`src/rtl/regfile_wb_scheduler.sv`:
```
// regfile_wb_scheduler
//   Arbitrates the single register-file write port between the ALU and the
//   memory/load writeback sources. It also keeps a busy scoreboard of
//   destination registers that are still in flight, and generates the decode
//   stall for RAW and WAW hazards.
//
// Ports
//   clk, reset             clock, synchronous active-high reset
//   alu_valid/rd/data      ALU writeback request; alu_ready = granted this cycle
//   mem_valid/rd/data      load writeback request; mem_ready = granted this cycle
//   issue_valid, issue_rd  decode issuing an instruction that writes issue_rd
//   rs1, rs2               decode source registers
//   stall                  decode must hold; the issue is not accepted
//   RegWrite, rd, WriteData registered register-file write port
module regfile_wb_scheduler #(
  parameter int DATA_WIDTH = 32,
  parameter int ADDR_WIDTH = 5
) (
  input  logic                  clk,
  input  logic                  reset,
  input  logic                  alu_valid,
  output logic                  alu_ready,
  input  logic [ADDR_WIDTH-1:0] alu_rd,
  input  logic [DATA_WIDTH-1:0] alu_data,
  input  logic                  mem_valid,
  output logic                  mem_ready,
  input  logic [ADDR_WIDTH-1:0] mem_rd,
  input  logic [DATA_WIDTH-1:0] mem_data,
  input  logic                  issue_valid,
  input  logic [ADDR_WIDTH-1:0] issue_rd,
  input  logic [ADDR_WIDTH-1:0] rs1,
  input  logic [ADDR_WIDTH-1:0] rs2,
  output logic                  stall,
  output logic                  RegWrite,
  output logic [ADDR_WIDTH-1:0] rd,
  output logic [DATA_WIDTH-1:0] WriteData
);

  localparam int NREG = 1 << ADDR_WIDTH;

  logic                  rr_mem_first;  // 0: ALU wins the next contested cycle
  logic [NREG-1:0]       busy;
  logic [NREG-1:0]       busy_next;
  logic                  grant_alu;
  logic                  grant_mem;
  logic                  grant_any;
  logic                  issue_accept;
  logic [ADDR_WIDTH-1:0] sel_rd;
  logic [DATA_WIDTH-1:0] sel_data;

  always_comb begin
    grant_alu = alu_valid & (~mem_valid | ~rr_mem_first);
    grant_mem = mem_valid & ~grant_alu;
  end

  assign grant_any = grant_alu | grant_mem;
  assign alu_ready = grant_alu;
  assign mem_ready = grant_mem;
  assign sel_rd    = grant_alu ? alu_rd   : mem_rd;
  assign sel_data  = grant_alu ? alu_data : mem_data;

  // The stall uses the busy bits before this edge's clear. A register that
  // commits at the coming edge would otherwise be read stale from the
  // register file's combinational read port.
  assign stall = ((rs1 != '0) & busy[rs1]) |
                 ((rs2 != '0) & busy[rs2]) |
                 (issue_valid & (issue_rd != '0) & busy[issue_rd]);

  assign issue_accept = issue_valid & ~stall & (issue_rd != '0);

  // The set is applied after the clear, so a new producer wins over a
  // same-edge commit of the old one.
  always_comb begin
    busy_next = busy;
    if (RegWrite)
      busy_next[rd] = 1'b0;
    if (issue_accept)
      busy_next[issue_rd] = 1'b1;
    busy_next[0] = 1'b0;
  end

  always_ff @(posedge clk) begin
    if (reset) begin
      RegWrite     <= 1'b0;
      rd           <= '0;
      WriteData    <= '0;
      busy         <= '0;
      rr_mem_first <= 1'b0;
    end else begin
      // Only contested cycles move the round-robin pointer.
      if (alu_valid & mem_valid)
        rr_mem_first <= ~rr_mem_first;
      // A grant to x0 is consumed without writing. rd and WriteData keep
      // their last values.
      RegWrite <= grant_any & (sel_rd != '0);
      if (grant_any & (sel_rd != '0)) begin
        rd        <= sel_rd;
        WriteData <= sel_data;
      end
      busy <= busy_next;
    end
  end

endmodule

```
`config.mk`:
```
export PLATFORM = sky130hd
export DESIGN_NAME = regfile_wb_scheduler
export DESIGN_NICKNAME = d
export VERILOG_FILES = /design/src/rtl/regfile_wb_scheduler.sv
export SDC_FILE = /design/constraint.sdc
export NUM_CORES = 1
export LEC_CHECK = 0
export CAP_MARGIN = 25
export CORE_UTILIZATION = 52
export DETAILED_ROUTE_END_ITERATION = 6
export GPL_TIMING_DRIVEN = 0
export PLACE_DENSITY = 0.86
export SYNTH_ARGS = -nofsm -noshare
export SYNTH_HDL_FRONTEND = slang
export SYNTH_SLANG_ARGS = --single-unit
```
`constraint.sdc`:
```
create_clock -name clk -period 12.8 [get_ports clk]
set_input_delay 3.84 -clock clk [delete_from_list [all_inputs] [get_ports clk]]
set_output_delay 3.84 -clock clk [all_outputs]
set_load 0.01 [all_outputs]
```
==> key figures <==
Run status
  – Status: completed

Routing
  – DR WL/cell: 19.45 µm
  – Post-route ant nets: 0
  – Total wire length: 14,030 µm
  – Vias/cell: 6.128
  – First-pass DRT Iterations: 5
  – Iteration-0 DRC Markers: 218
  – WL met1: 5143 µm
  – Routed met3 length: 1494 µm
  – WL met2: 6842 µm
  – DR vias: 4,418
  – Max Used Layer: met4
  – DRC: 0

Clock network
  – CTS root buf: clkbuf_8
  – CTS resizes: 0
  – CTS Sinks: 70
  – Num CTS Buffers: 9
  – CTS tree: built
  – CTS clk-pin slew, worst paths: 0.07 ns
  – Htree depth: 3
  – Setup Buffers After CTS: 0
  – Clk buf depth: 2
  – Worst-Skew Late Latency: 0.34 ns
  – Hold_buf cts: 0

Yosys
  – Seq/Total Area, Yosys: 31.35%
  – Synth warn: 0
  – Main synth FF type: dfxtp_1
  – Leading area contributor after synthesis: dfxtp_1
  – Commonest cells in the netlist: dfxtp_1, mux2i_1, nor2_1
  – Most common cell in the netlist: dfxtp_1
  – Syn avg cell area: 9.509 µm²
  – Top-area cell type share of the netlist area: 31.35%
  – Synthesized flop and latch total: 70
  – Post-synth EDFFs: 0
  – Synth area leaders: dfxtp_1, mux2i_1, o41ai_2, a211oi_1, nand3b_1
  – Synth cell types: 48
  – Post-Syn Area: 4469 µm²
  – Synth Net Count: 564
  – Synth Instances: 470
  – Post-synthesis async set-or-reset flop share: 0%

Finish
  – Nets@finish: 706
  – Register area: 1401 µm²
  – Fin util: 73.71%
  – Fin area: 6087 µm²
  – Layout Cells excl Fill: 721
  – # diodes: 0
  – Layout cell share with drive strength beyond 1: 12.18%
  – Multi-input logic area: 2790 µm²
  – Area growth syn-to-layout: 36.20%
  – Fillcell total: 630

Worst setup path
  – Req. time, crit path: 8.96 ns
  – Worst setup SP type: primary input
  – CP Capture Type: output port
  – Critical path peak fanout: 10
  – Crit path DAT: 6.98 ns
  – CP Class: in2out

Placed design
  – Estimated wirelength of the detail-placed design: 10,660 µm
  – RePlAce Congestion: 0.9574
  – Placed inst area: 5912 µm²
  – Placed instance count: 706
  – Port Buffers: 131

Power and ir drop
  – PwrDens: 92.25 nW/µm²
  – Lkg Pwr: 2.366 nW
  – Pwr Total: 0.5615 mW
  – Worst VDD drop: 0.00006084 V

STA
  – Final Hold Viols: 0
  – Setup Skew: 0.006778 ns
  – Period utilisation layout: 84.55%
  – Min cycle time layout: 10.82 ns
  – Worst-Margin Slew: 0.6952 ns
  – TNS Setup: 0 ns
  – FMAX: 0.09240 GHz
  – RSZ-0062 raised after global routing: no
  – Final setup fails: 0
  – Final Max Slew Viols: 0
  – Relative slew slack: 53.66%

Global routing
  – Initial antenna violation count: 0
  – Global-route wire length before repair: 21,980 µm
  – GRT Total Usage: 31.80%
  – Largest net degree at the start of global routing: 12
  – Vias in the first global route: 4,427
  – Grt ovf: 0

Worst hold path
  – Worst min path class: reg2reg

Floorplanning
  – Area of the core: 8258 µm²
  – Overall die width: 94.71 µm
  – Die area: 8970 µm²
  – Io pins: 135
  – FP Rows: 33
  – Die height: 94.71 µm
  – Initial Util: 54.12%

Job
  – Max-cap violations: 0
==> power breakdown <==
part	internal [mW]	total, mW	switching, mW	leakage (nW)
clock	0.0796	0.163	0.0832	0.0845
sequential	0.232	0.241	0.00947	0.575
combinational	0.0799	0.157	0.0775	1.71
==> layout make-up <==
cell class                 instances  share of cell area, %
buffer                            48                  4.317
clock buffer                      12                  2.549
clock inverter                     3                 0.3289
inverter                           4                 0.2467
multi-input combinational        348                  45.84
sequential                        70                  23.02
tap                              105                  2.158
timing repair buffer             131                  21.54
==> placed cells by master, fill, tap and decap left out, types with 10 or more instances in the layout <==
cell / instances
clkdlybuf4s50_1: 131
dfxtp_1: 70
mux2i_1: 64
nor2_1: 45
a211oi_1: 36
clkbuf_1: 31
o41ai_2: 31
nand2_1: 26
nand3b_1: 24
nor2b_1: 20
o21ai_0: 19
clkbuf_8: 11
buf_6: 10
==> critical path, stage by stage <==
cell and delay, ns:
clkdlybuf4s50_1 0.59, buf_6 0.19, mux2i_1 0.23, o22ai_1 0.12, o41ai_2 0.34, o41ai_1 0.12, or4_1 0.53, buf_2 0.19
buf_6 0.17, o21bai_1 0.16, clkdlybuf4s50_1 0.49
==> logic make-up (layout without fill, tap and decap cells) <==
| family | after synthesis | count (layout) | share of synthesized area, % |
|---|---|---|---|
| multiplexers | 73 | 73 | 18.36 |
| flip-flops | 70 | 70 | 31.35 |
| buffers and inverters | 52 | 198 | 6.215 |
| XOR/XNOR | 1 | 1 | 0.1960 |
| AND/OR/NAND/NOR | 161 | 161 | 19.93 |
| AO/OA/AOI/OAI | 113 | 113 | 23.94 |
==> layer usage <==
metal | global-route usage [%] | vias to the layer above
met2 | 54.74 | 244
met3 | 9.742 | 56
li1 | - | 2068
met4 | 16.41 | 0
met1 | 35.12 | 2050
met5 | 0 | -
==> flip-flops by register name (all words and copies together), names as in the netlist <==
register and cells:
busy 31, rr_mem_first 1, RegWrite 1, rd 5
WriteData 32
==> worst paths after layout <==
kind	start	end	slack [ns]	depth (start not counted)
min reg2reg	WriteData[12]	WriteData[12]	0.50	2
max reg2reg	busy[31]	busy[13]	10.18	7
min	WriteData[12]	WriteData[12]	0.50	2
max	rs1[2]	stall	1.98	11
==> per-stage QoR <==
| step | setup WS, ns | hold slack [ns] |
|---|---|---|
| after global routing | 1.926 | 0.5221 |
| after global placement | 1.940 | 0.4858 |
| after CTS | 1.998 | 0.5050 |
| after floorplan | 3.244 | 0.4792 |
| final | 1.978 | 0.5049 |
| after detailed placement | 2.022 | 0.4948 |
No activity file was read; power rests on OpenSTA's default activity.
